<file path="config.mk">
export PLATFORM = sky130hd
export DESIGN_NAME = imul_share_arbiter_flat
export DESIGN_NICKNAME = d
export VERILOG_FILES = /design/src/rtl/imul_share_arbiter_if.sv /design/src/rtl/imul_share_arbiter.sv /design/src/flat_wrapper.sv
export SDC_FILE = /design/constraint.sdc
export NUM_CORES = 1
export LEC_CHECK = 0
export CAP_MARGIN = 20
export CORE_AREA = 2 2 172 174
export DETAILED_ROUTE_END_ITERATION = 16
export DIE_AREA = 0 0 174 176
export PLACE_DENSITY = 0.49
export RECOVER_POWER = 50
export REMOVE_ABC_BUFFERS = 1
export SLEW_MARGIN = 20
export SYNTH_ARGS = -nofsm -noshare
export SYNTH_HDL_FRONTEND = slang
export SYNTH_SLANG_ARGS = --single-unit
export TNS_END_PERCENT = 100
</file>
<file path="constraint.sdc">
create_clock -name clk -period 4.8 [get_ports clk]
set_input_delay 0.48 -clock clk [delete_from_list [all_inputs] [get_ports clk]]
set_output_delay 0.48 -clock clk [all_outputs]
set_load 0.02 [all_outputs]
</file>
<file path="src/rtl/imul_share_arbiter_if.sv">
// Bundle of requester-side and multiplier-side handshakes for the shared multiplier arbiter.
// The slave modport is the arbiter's view; master is the surrounding environment.
interface imul_share_arbiter_if #(
  parameter int unsigned p_num_reqs = 4,
  parameter int unsigned p_nbits    = 32
);
  logic [p_num_reqs-1:0]           req_val;
  logic [p_num_reqs-1:0]           req_rdy;
  logic [p_num_reqs*2*p_nbits-1:0] req_msg;
  logic [p_num_reqs-1:0]           resp_val;
  logic [p_num_reqs-1:0]           resp_rdy;
  logic [p_nbits-1:0]              resp_msg;
  logic                            mul_req_val;
  logic                            mul_req_rdy;
  logic [2*p_nbits-1:0]            mul_req_msg;
  logic                            mul_resp_val;
  logic                            mul_resp_rdy;
  logic [p_nbits-1:0]              mul_resp_msg;
  logic [31:0]                     busy_cycles;

  modport slave (
    input  req_val, req_msg, resp_rdy, mul_req_rdy, mul_resp_val, mul_resp_msg,
    output req_rdy, resp_val, resp_msg, mul_req_val, mul_req_msg, mul_resp_rdy, busy_cycles
  );

  modport master (
    output req_val, req_msg, resp_rdy, mul_req_rdy, mul_resp_val, mul_resp_msg,
    input  req_rdy, resp_val, resp_msg, mul_req_val, mul_req_msg, mul_resp_rdy, busy_cycles
  );
endinterface

</file>
<file path="src/rtl/imul_share_arbiter.sv">
// Round-robin arbiter sharing one iterative multiplier among p_num_reqs requesters,
// one transaction in flight, product buffered until the owning requester accepts it.
module imul_share_arbiter #(
  parameter int unsigned p_num_reqs = 4,
  parameter int unsigned p_nbits    = 32
) (
  input logic                 clk,
  input logic                 reset,
  imul_share_arbiter_if.slave bus
);
  localparam int unsigned PW = $clog2(p_num_reqs);
  localparam int unsigned MW = 2 * p_nbits;
  localparam logic [PW-1:0] LAST = PW'(p_num_reqs - 1);

  typedef enum logic [1:0] {IDLE, WAIT, HOLD} state_t;

  state_t             state;
  logic [PW-1:0]      ptr;
  logic [PW-1:0]      owner;
  logic [PW-1:0]      grant;
  logic [PW-1:0]      idx;
  logic               any_val;
  logic [p_nbits-1:0] result;
  logic [31:0]        busy;

  // Scan from ptr upward, wrapping by explicit compare so non-power-of-two counts work.
  always_comb begin
    grant   = '0;
    any_val = 1'b0;
    idx     = ptr;
    for (int unsigned k = 0; k < p_num_reqs; k++) begin
      if (!any_val && bus.req_val[idx]) begin
        grant   = idx;
        any_val = 1'b1;
      end
      idx = (idx == LAST) ? '0 : idx + 1'b1;
    end
  end

  always_comb begin
    bus.req_rdy  = '0;
    bus.resp_val = '0;
    if (state == IDLE) bus.req_rdy[grant] = any_val && bus.mul_req_rdy;
    if (state == HOLD) bus.resp_val[owner] = 1'b1;
  end

  assign bus.mul_req_val  = (state == IDLE) && any_val;
  assign bus.mul_req_msg  = any_val ? bus.req_msg[32'(grant)*MW +: MW] : '0;
  assign bus.mul_resp_rdy = (state == WAIT);
  assign bus.resp_msg     = result;
  assign bus.busy_cycles  = busy;

  always_ff @(posedge clk or negedge reset) begin
    if (!reset) begin
      state  <= IDLE;
      ptr    <= '0;
      owner  <= '0;
      result <= '0;
      busy   <= '0;
    end else begin
      if (state != IDLE && busy != '1) busy <= busy + 32'd1;
      case (state)
        IDLE: if (any_val && bus.mul_req_rdy) begin
          owner <= grant;
          ptr   <= (grant == LAST) ? '0 : grant + 1'b1;
          state <= WAIT;
        end
        WAIT: if (bus.mul_resp_val) begin
          result <= bus.mul_resp_msg;
          state  <= HOLD;
        end
        HOLD: if (bus.resp_rdy[owner]) state <= IDLE;
        default: state <= IDLE;
      endcase
    end
  end
endmodule
</file>
<file path="src/flat_wrapper.sv">
// flat-port wrapper written by rule: the top's interface ports become plain ports
module imul_share_arbiter_flat 
#(
  parameter int unsigned p_num_reqs = 4,
  parameter int unsigned p_nbits    = 32
)
  (clk, reset, bus_req_val, bus_req_msg, bus_resp_rdy, bus_mul_req_rdy, bus_mul_resp_val, bus_mul_resp_msg, bus_req_rdy, bus_resp_val, bus_resp_msg, bus_mul_req_val, bus_mul_req_msg, bus_mul_resp_rdy, bus_busy_cycles);
  imul_share_arbiter_if #(.p_num_reqs(p_num_reqs), .p_nbits(p_nbits)) bus_i ();
  input logic clk;
  input logic reset;
  input wire logic [$bits(bus_i.req_val)-1:0] bus_req_val;
  input wire logic [$bits(bus_i.req_msg)-1:0] bus_req_msg;
  input wire logic [$bits(bus_i.resp_rdy)-1:0] bus_resp_rdy;
  input wire logic [$bits(bus_i.mul_req_rdy)-1:0] bus_mul_req_rdy;
  input wire logic [$bits(bus_i.mul_resp_val)-1:0] bus_mul_resp_val;
  input wire logic [$bits(bus_i.mul_resp_msg)-1:0] bus_mul_resp_msg;
  output wire logic [$bits(bus_i.req_rdy)-1:0] bus_req_rdy;
  output wire logic [$bits(bus_i.resp_val)-1:0] bus_resp_val;
  output wire logic [$bits(bus_i.resp_msg)-1:0] bus_resp_msg;
  output wire logic [$bits(bus_i.mul_req_val)-1:0] bus_mul_req_val;
  output wire logic [$bits(bus_i.mul_req_msg)-1:0] bus_mul_req_msg;
  output wire logic [$bits(bus_i.mul_resp_rdy)-1:0] bus_mul_resp_rdy;
  output wire logic [$bits(bus_i.busy_cycles)-1:0] bus_busy_cycles;
  assign bus_i.req_val = bus_req_val;
  assign bus_i.req_msg = bus_req_msg;
  assign bus_i.resp_rdy = bus_resp_rdy;
  assign bus_i.mul_req_rdy = bus_mul_req_rdy;
  assign bus_i.mul_resp_val = bus_mul_resp_val;
  assign bus_i.mul_resp_msg = bus_mul_resp_msg;
  assign bus_req_rdy = bus_i.req_rdy;
  assign bus_resp_val = bus_i.resp_val;
  assign bus_resp_msg = bus_i.resp_msg;
  assign bus_mul_req_val = bus_i.mul_req_val;
  assign bus_mul_req_msg = bus_i.mul_req_msg;
  assign bus_mul_resp_rdy = bus_i.mul_resp_rdy;
  assign bus_busy_cycles = bus_i.busy_cycles;
  imul_share_arbiter #(.p_num_reqs(p_num_reqs), .p_nbits(p_nbits)) u_core (.clk(clk), .reset(reset), .bus(bus_i));
endmodule
</file>
==> qor.yml, run 1 <==
status:
  outcome: "complete, but fails checks"
  violations: "capacitance limit, slew limit"
sta:
  skew_ns: 0.00801
  tightestPinTransition_ns: 1.88
  setup_viol: 0
  fmax_mhz: 226
  relSlewSlack_pct: -25.1
  hold_viol: 0
  rsz0062_at_grt: "false"
  slew_viol_final: 34
  whs_ns: 0.391
  fin_crit_sh_pct: 92.1
  min_period_ns: 4.42
  fin_ws_ns: 0.381
grt:
  grt_pass1_vias: 5922
  grt_pass1_wl_um: 41700
  antenna_found_initial: 9
  gr-total-overflow: 0
  track_usage_pct: 18.7
  grt_max_degree: 65
setup_path:
  worst-setup-path-type: "reg -> out"
  worstPathRequired_ns: 4.32
  cp-start-kind: "flip-flop"
  max_stage_delay_ns: 0.62
  cp_slowest_cell: "dfrtp_1"
  cp_cell_sequence: "ha_1, nand2b_1, o221ai_1, a21oi_1, a21oi_4, buf_12, mux2i_1, o22ai_1, clkdlybuf4s50_1"
  endpoint_kind: "output port"
  critPathArrivalTime_ns: 3.94
  crit_path_max_fanout: 48
final_layout:
  drive_gt1_share_pct: 9.57
  area_growth_pct: 99.0
  final_cell_mix: "clkdlybuf4s50_1, mux2i_1, dfrtp_1, o22ai_1, dlygate4sd3_1"
  num-nets-final: 1228
  n_fill_cell: 2975
  fin_util_pct: 36.1
  final_common_cell: "clkdlybuf4s50_1"
  stdcell_count: 1322
power:
  p_per_area_nw_per_um2: 710
  p_leak_nw: 4.36
  finalPower_mw: 7.32
  peakVddDrop_mv: 0.448
floorplanning:
  num_rows: 62
  start_util_pct: 18.1
  fp.dieH_um: 176
  io_pins: 438
  core_area_um2: 28500
  dieWidth_um: 174
  dieArea_um2: 30600
placed_design:
  place_inst: 1298
  portBuffers: 437
  dpl.hpwl_um: 25900
  gp_congestion: 0.878
  dp_slack_ns: 0.741
route:
  route.detailed.drc: 0
  antenna_left: 0
  firstDrtPassIters: 4
  drtIter0Drc: 249
  wl_um: 30200
  viasPerCell: 4.30
  via_count: 5686
  wire_per_inst_um: 22.9
clock_tree:
  cts-root-buf: "clkbuf_16"
  clk_path_buf_depth: 2
  clkSinkCount: 70
  clk_pin_slew_ns: 0.06
  hold_buffers: 0
  cts_made_buffers: 9
  clkLatencyLatePin_ns: 0.33
  cts_setup_buffers: 0
  cts_resized: 0
  cts_tree: "yes"
  h-tree-depth: 3
yosys:
  seq_area_frac_synth_pct: 33.8
  syn_inst: 491
  yosys_warnings: 0
  ys_types: 47
  async_flop_share_pct: 100
  post_synth.cell_area_avg_um2: 10.5
  netlist_area_um2: 5180
  synth_flop_cell: "dfrtp_1"
  synth_edf_count: 0
  ys_ff_latch: 70
flow_run:
  max-cap-violations: 1
min_path:
  hold_path.class: "in -> async"
## where the power goes
| group | total, mW | internal (mW) | leakage, nW | switching (mW) |
|---|---|---|---|---|
| Sequential | 0.932 | 0.786 | 0.886 | 0.146 |
| Combinational | 5.70 | 2.69 | 3.33 | 3.01 |
| Clock | 0.687 | 0.420 | 0.150 | 0.267 |
## area by class of cell
cell class	instances	area, µm²	share of cell area [%]
repair buffers	457	4530	43.9
multi-input cells	382	3200	31.1
flip-flops and latches	70	1750	17.0
well taps	384	480	4.66
clock buffers	10	239	2.32
clock inverters	6	68.8	0.667
diodes	8	20.0	0.194
inverters	5	18.8	0.182
## per-stage QoR
step	instance area (µm²)	setup TNS, ns
after floorplan	4950	-202.03
after global placement	9990	0
after detailed placement	10000	0
after CTS	10300	0
after global routing	10300	0
final	10300	0
## critical path, delay by kind of cell (launching register included)
family                     cells  cell delay (ns)
and+or+nand+nor                1             0.21
adders and majority gates      1             0.43
muxes                          1             0.42
buffers and inverters          2             0.93
DFF                            1             0.62
AOI/OAI and AO/OA              4             0.94
## sequential cells by signal, summed over array words and instances, names as in the netlist
name and cells:
u_core.bus.busy_cycles 32, u_core.bus.resp_msg 32, u_core.owner 2, u_core.ptr 2
u_core.state 2
## final timing paths
| kind | from | endpoint | slack, ns | cells after the start |
|---|---|---|---|---|
| max reg2reg | u_core.ptr[0] | u_core.ptr[1] | 1.64 | 8 |
| min | reset | u_core.bus.resp_msg[17] | 0.39 | 1 |
| max | u_core.ptr[0] | bus_mul_req_msg[58] | 0.38 | 9 |
| max in group asynchronous | reset | u_core.bus.busy_cycles[3] | 2.55 | 2 |
| min reg2reg | u_core.bus.busy_cycles[29] | u_core.bus.busy_cycles[29] | 0.49 | 1 |
| min in group clk | u_core.bus.busy_cycles[29] | u_core.bus.busy_cycles[29] | 0.49 | 1 |
## synthesized netlist by cell type (2+ instances only)
library cell / count / share of area (%)
buf_2: 18 / 1.7
o21ai_1: 2 / 0.19
mux4_2: 3 / 1.3
nand3_1: 6 / 0.58
nand4_1: 8 / 0.97
and3_1: 6 / 0.72
nand2_2: 2 / 0.24
nor3b_1: 3 / 0.43
mux2_1: 2 / 0.43
a31oi_1: 3 / 0.36
clkbuf_1: 2 / 0.14
nor2_1: 12 / 0.87
buf_6: 10 / 2.2
nand2_1: 22 / 1.6
xor2_1: 10 / 1.7
mux2i_1: 129 / 25
nand2b_1: 4 / 0.48
xnor2_1: 20 / 3.4
ha_1: 3 / 0.72
a21oi_2: 2 / 0.34
nor3_1: 10 / 0.97
o22ai_1: 65 / 7.9
nor2b_1: 5 / 0.60
nand3_2: 2 / 0.39
inv_1: 5 / 0.36
a21boi_0: 2 / 0.29
o21ai_0: 7 / 0.68
a21oi_1: 3 / 0.29
mux2_2: 35 / 7.6
o221ai_1: 2 / 0.34
dfrtp_1: 70 / 34
buf_1: 3 / 0.22
## cell families (layout without fill, tap and decap cells)
group                    after synthesis  after routing  share of synthesized area (%)
multiplexers                         169            169                           34.3
flip-flops                            70             70                           33.8
XOR/XNOR                              30             30                           5.07
other                                  0              8                              0
AO/OA/AOI/OAI                         90             90                           11.2
buffers and inverters                 39            478                           4.78
adder cells (fa/ha/maj)                3              3                          0.725
AND/OR/NAND/NOR                       90             90                           10.1
## routing by layer
layer | up-vias | GRT usage (%) | share of wire, % | wire [µm]
met2 | 264 | 31.5 | 49 | 14800
met5 | - | 0 | 0.089 | 27
met4 | 4 | 5.29 | 1.4 | 414
met3 | 19 | 6.68 | 8.4 | 2520
met1 | 2666 | 22.5 | 41 | 12500
li1 | 2733 | - | - | -
No activity file was read; power rests on OpenSTA's default activity.
==> run 2, diff against run 1 <==
--- a/config.mk
+++ b/config.mk
@@ -6,10 +6,10 @@
 export NUM_CORES = 1
 export LEC_CHECK = 0
 export CAP_MARGIN = 20
-export CORE_AREA = 2 2 172 174
+export CORE_AREA = 2 2 170 172
 export DETAILED_ROUTE_END_ITERATION = 16
-export DIE_AREA = 0 0 174 176
-export PLACE_DENSITY = 0.49
+export DIE_AREA = 0 0 172 174
+export PLACE_DENSITY = 0.52
 export RECOVER_POWER = 50
 export REMOVE_ABC_BUFFERS = 1
 export SLEW_MARGIN = 20
==> constraint.sdc (replaced) <==
create_clock -name clk -period 3.85 [get_ports clk]
set_input_delay 0.385 -clock clk [delete_from_list [all_inputs] [get_ports clk]]
set_output_delay 0.385 -clock clk [all_outputs]
set_load 0.02 [all_outputs]
==> run 2 against run 1 <==
Against the previous run:
- clock-buffer cell count is 1 lower
- first-iteration DRC count is 2.0% lower
- critical path depth rose by 1
- flip-flop and latch count is the same
- largest power group unchanged
- die area is 2.3% lower
- clock power increased by 26%
- clock skew decreased by 0.0013 ns
- largest cell class unchanged
- the run still ends with capacitance limit, slew limit left
==> qor.yml, run 2 (same netlist as run 1, synthesis figures left out) <==
status:
  outcome: "complete, but fails checks"
  violations: "capacitance limit, slew limit"
grt:
  grt_pass1_vias: 5943
  gr-total-overflow: 0
  track_usage_pct: 17.0
  grt_max_degree: 59
  antenna_found_initial: 5
  grt_pass1_wl_um: 38000
power:
  peakVddDrop_mv: 0.506
  clkPwrFrac_pct: 9.3
  finalPower_mw: 9.33
  share_seq_of_total_power_pct: 12.3
  p_leak_nw: 4.52
  p_switching_mw: 4.28
  p_per_area_nw_per_um2: 893
  internal_power_mw: 5.04
  swShare_pct: 45.9
  combPwrFrac_pct: 78.4
sta:
  setup_viol: 0
  rsz0062_at_grt: "false"
  hold_viol: 0
  relSlewSlack_pct: -22.7
  tightestPinTransition_ns: 1.84
  slew_viol_final: 34
  skew_ns: 0.00670
  fin_crit_sh_pct: 96.6
  fmax_mhz: 269
  whs_ns: 0.496
  min_period_ns: 3.72
  fin_setup_tns_ns: 0
  fin_ws_ns: 0.129
clock_tree:
  clk_pin_slew_ns: 0.05
  clkLatencyLatePin_ns: 0.33
  cts_tree: "yes"
  cts_made_buffers: 9
  clkSinkCount: 70
  h-tree-depth: 3
  cts-root-buf: "clkbuf_16"
  clk_path_buf_depth: 2
final_layout:
  fin_util_pct: 37.0
  area_growth_pct: 102
  num-nets-final: 1233
  stdcell_area_um2: 10400
  stdcell_count: 1322
  final_cell_mix: "clkdlybuf4s50_1, mux2i_1, dfrtp_1, o22ai_1, dlygate4sd3_1"
  final_common_cell: "clkdlybuf4s50_1"
  drive_gt1_share_pct: 10.3
route:
  viasPerCell: 4.29
  antenna_left: 0
  route.detailed.drc: 0
  via_count: 5675
  wire_per_inst_um: 20.0
  drtIter0Drc: 244
  wl_um: 26400
  firstDrtPassIters: 4
setup_path:
  worst-setup-path-type: "in -> out"
  rrSetupSlack_ns: 1.09
  reg2reg_to: "u_core.bus.resp_msg[20]"
  crit_buf_inv: 5
  crit_family: "buffers and inverters"
  reg2regPathDepth: 6
  timing.rr.start: "u_core.state[1]"
  critPathArrivalTime_ns: 3.34
  max_stage_delay_ns: 0.69
  cp_cell_sequence: "clkdlybuf4s50_1, mux4_2, a21oi_1, a21oi_4, buf_12, buf_12, buf_12, mux2i_1, o22ai_1, clkdlybuf4s50_1"
  worstPathRequired_ns: 3.46
  cp-start-kind: "input pin"
  cp_slowest_cell: "clkdlybuf4s50_1"
  endpoint_kind: "output port"
  cp_common_cell: "buf_12"
  crit_path_max_fanout: 13
floorplanning:
  io_pins: 438
  core_area_um2: 28200
  start_util_pct: 18.3
  fp.dieH_um: 174
  dieWidth_um: 172
  num_rows: 62
  dieArea_um2: 29900
placed_design:
  place_inst: 1298
  gp_congestion: 0.831
  portBuffers: 437
  dpl.hpwl_um: 22200
  dpl-instance-area_um2: 10000
  dp_slack_ns: 0.215
min_path:
  min_to: "u_core.bus.resp_msg[18]"
  holdPathStages: 1
  worstHoldStart: "u_core.bus.resp_msg[18]"
  hold_path.class: "reg -> reg"
flow_run:
  max-cap-violations: 1
run 2: cell types whose count changed in the layout (fill, tap and decap cells not counted), moves of 2 or more:
cell / previous run / this run
clkdlybuf4s50_1: 399 / 389
dlymetal6s2s_1: 0 / 8
buf_12: 2 / 8
diode_2: 8 / 4
inv_6: 2 / 0
run 2: how the worst max path moves through the flow:
stage	cells after the start	slack [ns]	from	to
3_5_place_dp	10	0.21	bus_req_val[0]	bus_mul_req_msg[54]
2_1_floorplan	7	-4.12	u_core.ptr[0]	bus_req_rdy[0]
6_report	10	0.13	bus_req_val[3]	bus_mul_req_msg[26]
5_1_grt	11	0.00003	u_core.ptr[0]	bus_mul_req_msg[26]
3_3_place_gp	9	0.17	bus_req_val[3]	bus_mul_req_msg[54]
4_1_cts	9	0.03	u_core.ptr[0]	bus_mul_req_msg[2]
run 2: final cells by class:
type / count / area [µm²]
repair buffers: 462 / 4660
inverters: 5 / 18.8
multi-input cells: 382 / 3210
clock inverters: 6 / 87.6
flip-flops and latches: 70 / 1750
diodes: 4 / 10.0
fillers: 2913 / 17800
clock buffers: 9 / 225
well taps: 384 / 480
run 2: power groups by stage:
stage / registers, mW / logic (mW) / clock network, mW
final: 1.15 / 7.31 / 0.865
after CTS: 1.16 / 7.46 / 0.894
after floorplan: 1.42 / 3.38 / 0
after detailed placement: 1.17 / 7.35 / 0
after global routing: 1.18 / 7.82 / 0.927
after global placement: 1.16 / 7.41 / 0
run 2: what timing repair did:
item,CTS,global route
hold buffers,1,0
buffers inserted,3,1
endpoints found under the hold margin,12,0
endpoints found under the setup margin,8,62
resized for setup,0,10
run 2: worst reg2reg max path, stage by stage, from the launching register on:
cell	delay (ns)
dfrtp_1	0.32
clkbuf_1	0.24
nand2b_1	0.18
inv_1	0.06
nand2_1	0.06
clkbuf_1	1.31
mux2_2	0.47
run 2: routing by layer:
metal | up-vias | global-route usage [%] | part of all wire [%]
li1 | 2740 | - | -
met1 | 2653 | 18.7 | 37
met2 | 261 | 30.6 | 51
met3 | 17 | 6.42 | 10
met4 | 4 | 3.68 | 1.0
met5 | - | 0 | 0.10
==> run 3, diff against run 2 <==
--- a/config.mk
+++ b/config.mk
@@ -5,14 +5,13 @@
 export SDC_FILE = /design/constraint.sdc
 export NUM_CORES = 1
 export LEC_CHECK = 0
-export CAP_MARGIN = 20
 export CORE_AREA = 2 2 170 172
 export DETAILED_ROUTE_END_ITERATION = 16
 export DIE_AREA = 0 0 172 174
 export PLACE_DENSITY = 0.52
 export RECOVER_POWER = 50
 export REMOVE_ABC_BUFFERS = 1
-export SLEW_MARGIN = 20
+export SLEW_MARGIN = 10
 export SYNTH_ARGS = -nofsm -noshare
 export SYNTH_HDL_FRONTEND = slang
 export SYNTH_SLANG_ARGS = --single-unit
==> results of run 3 <==
Same layout as run 2: the final DEF is identical, and so are final timing and power.
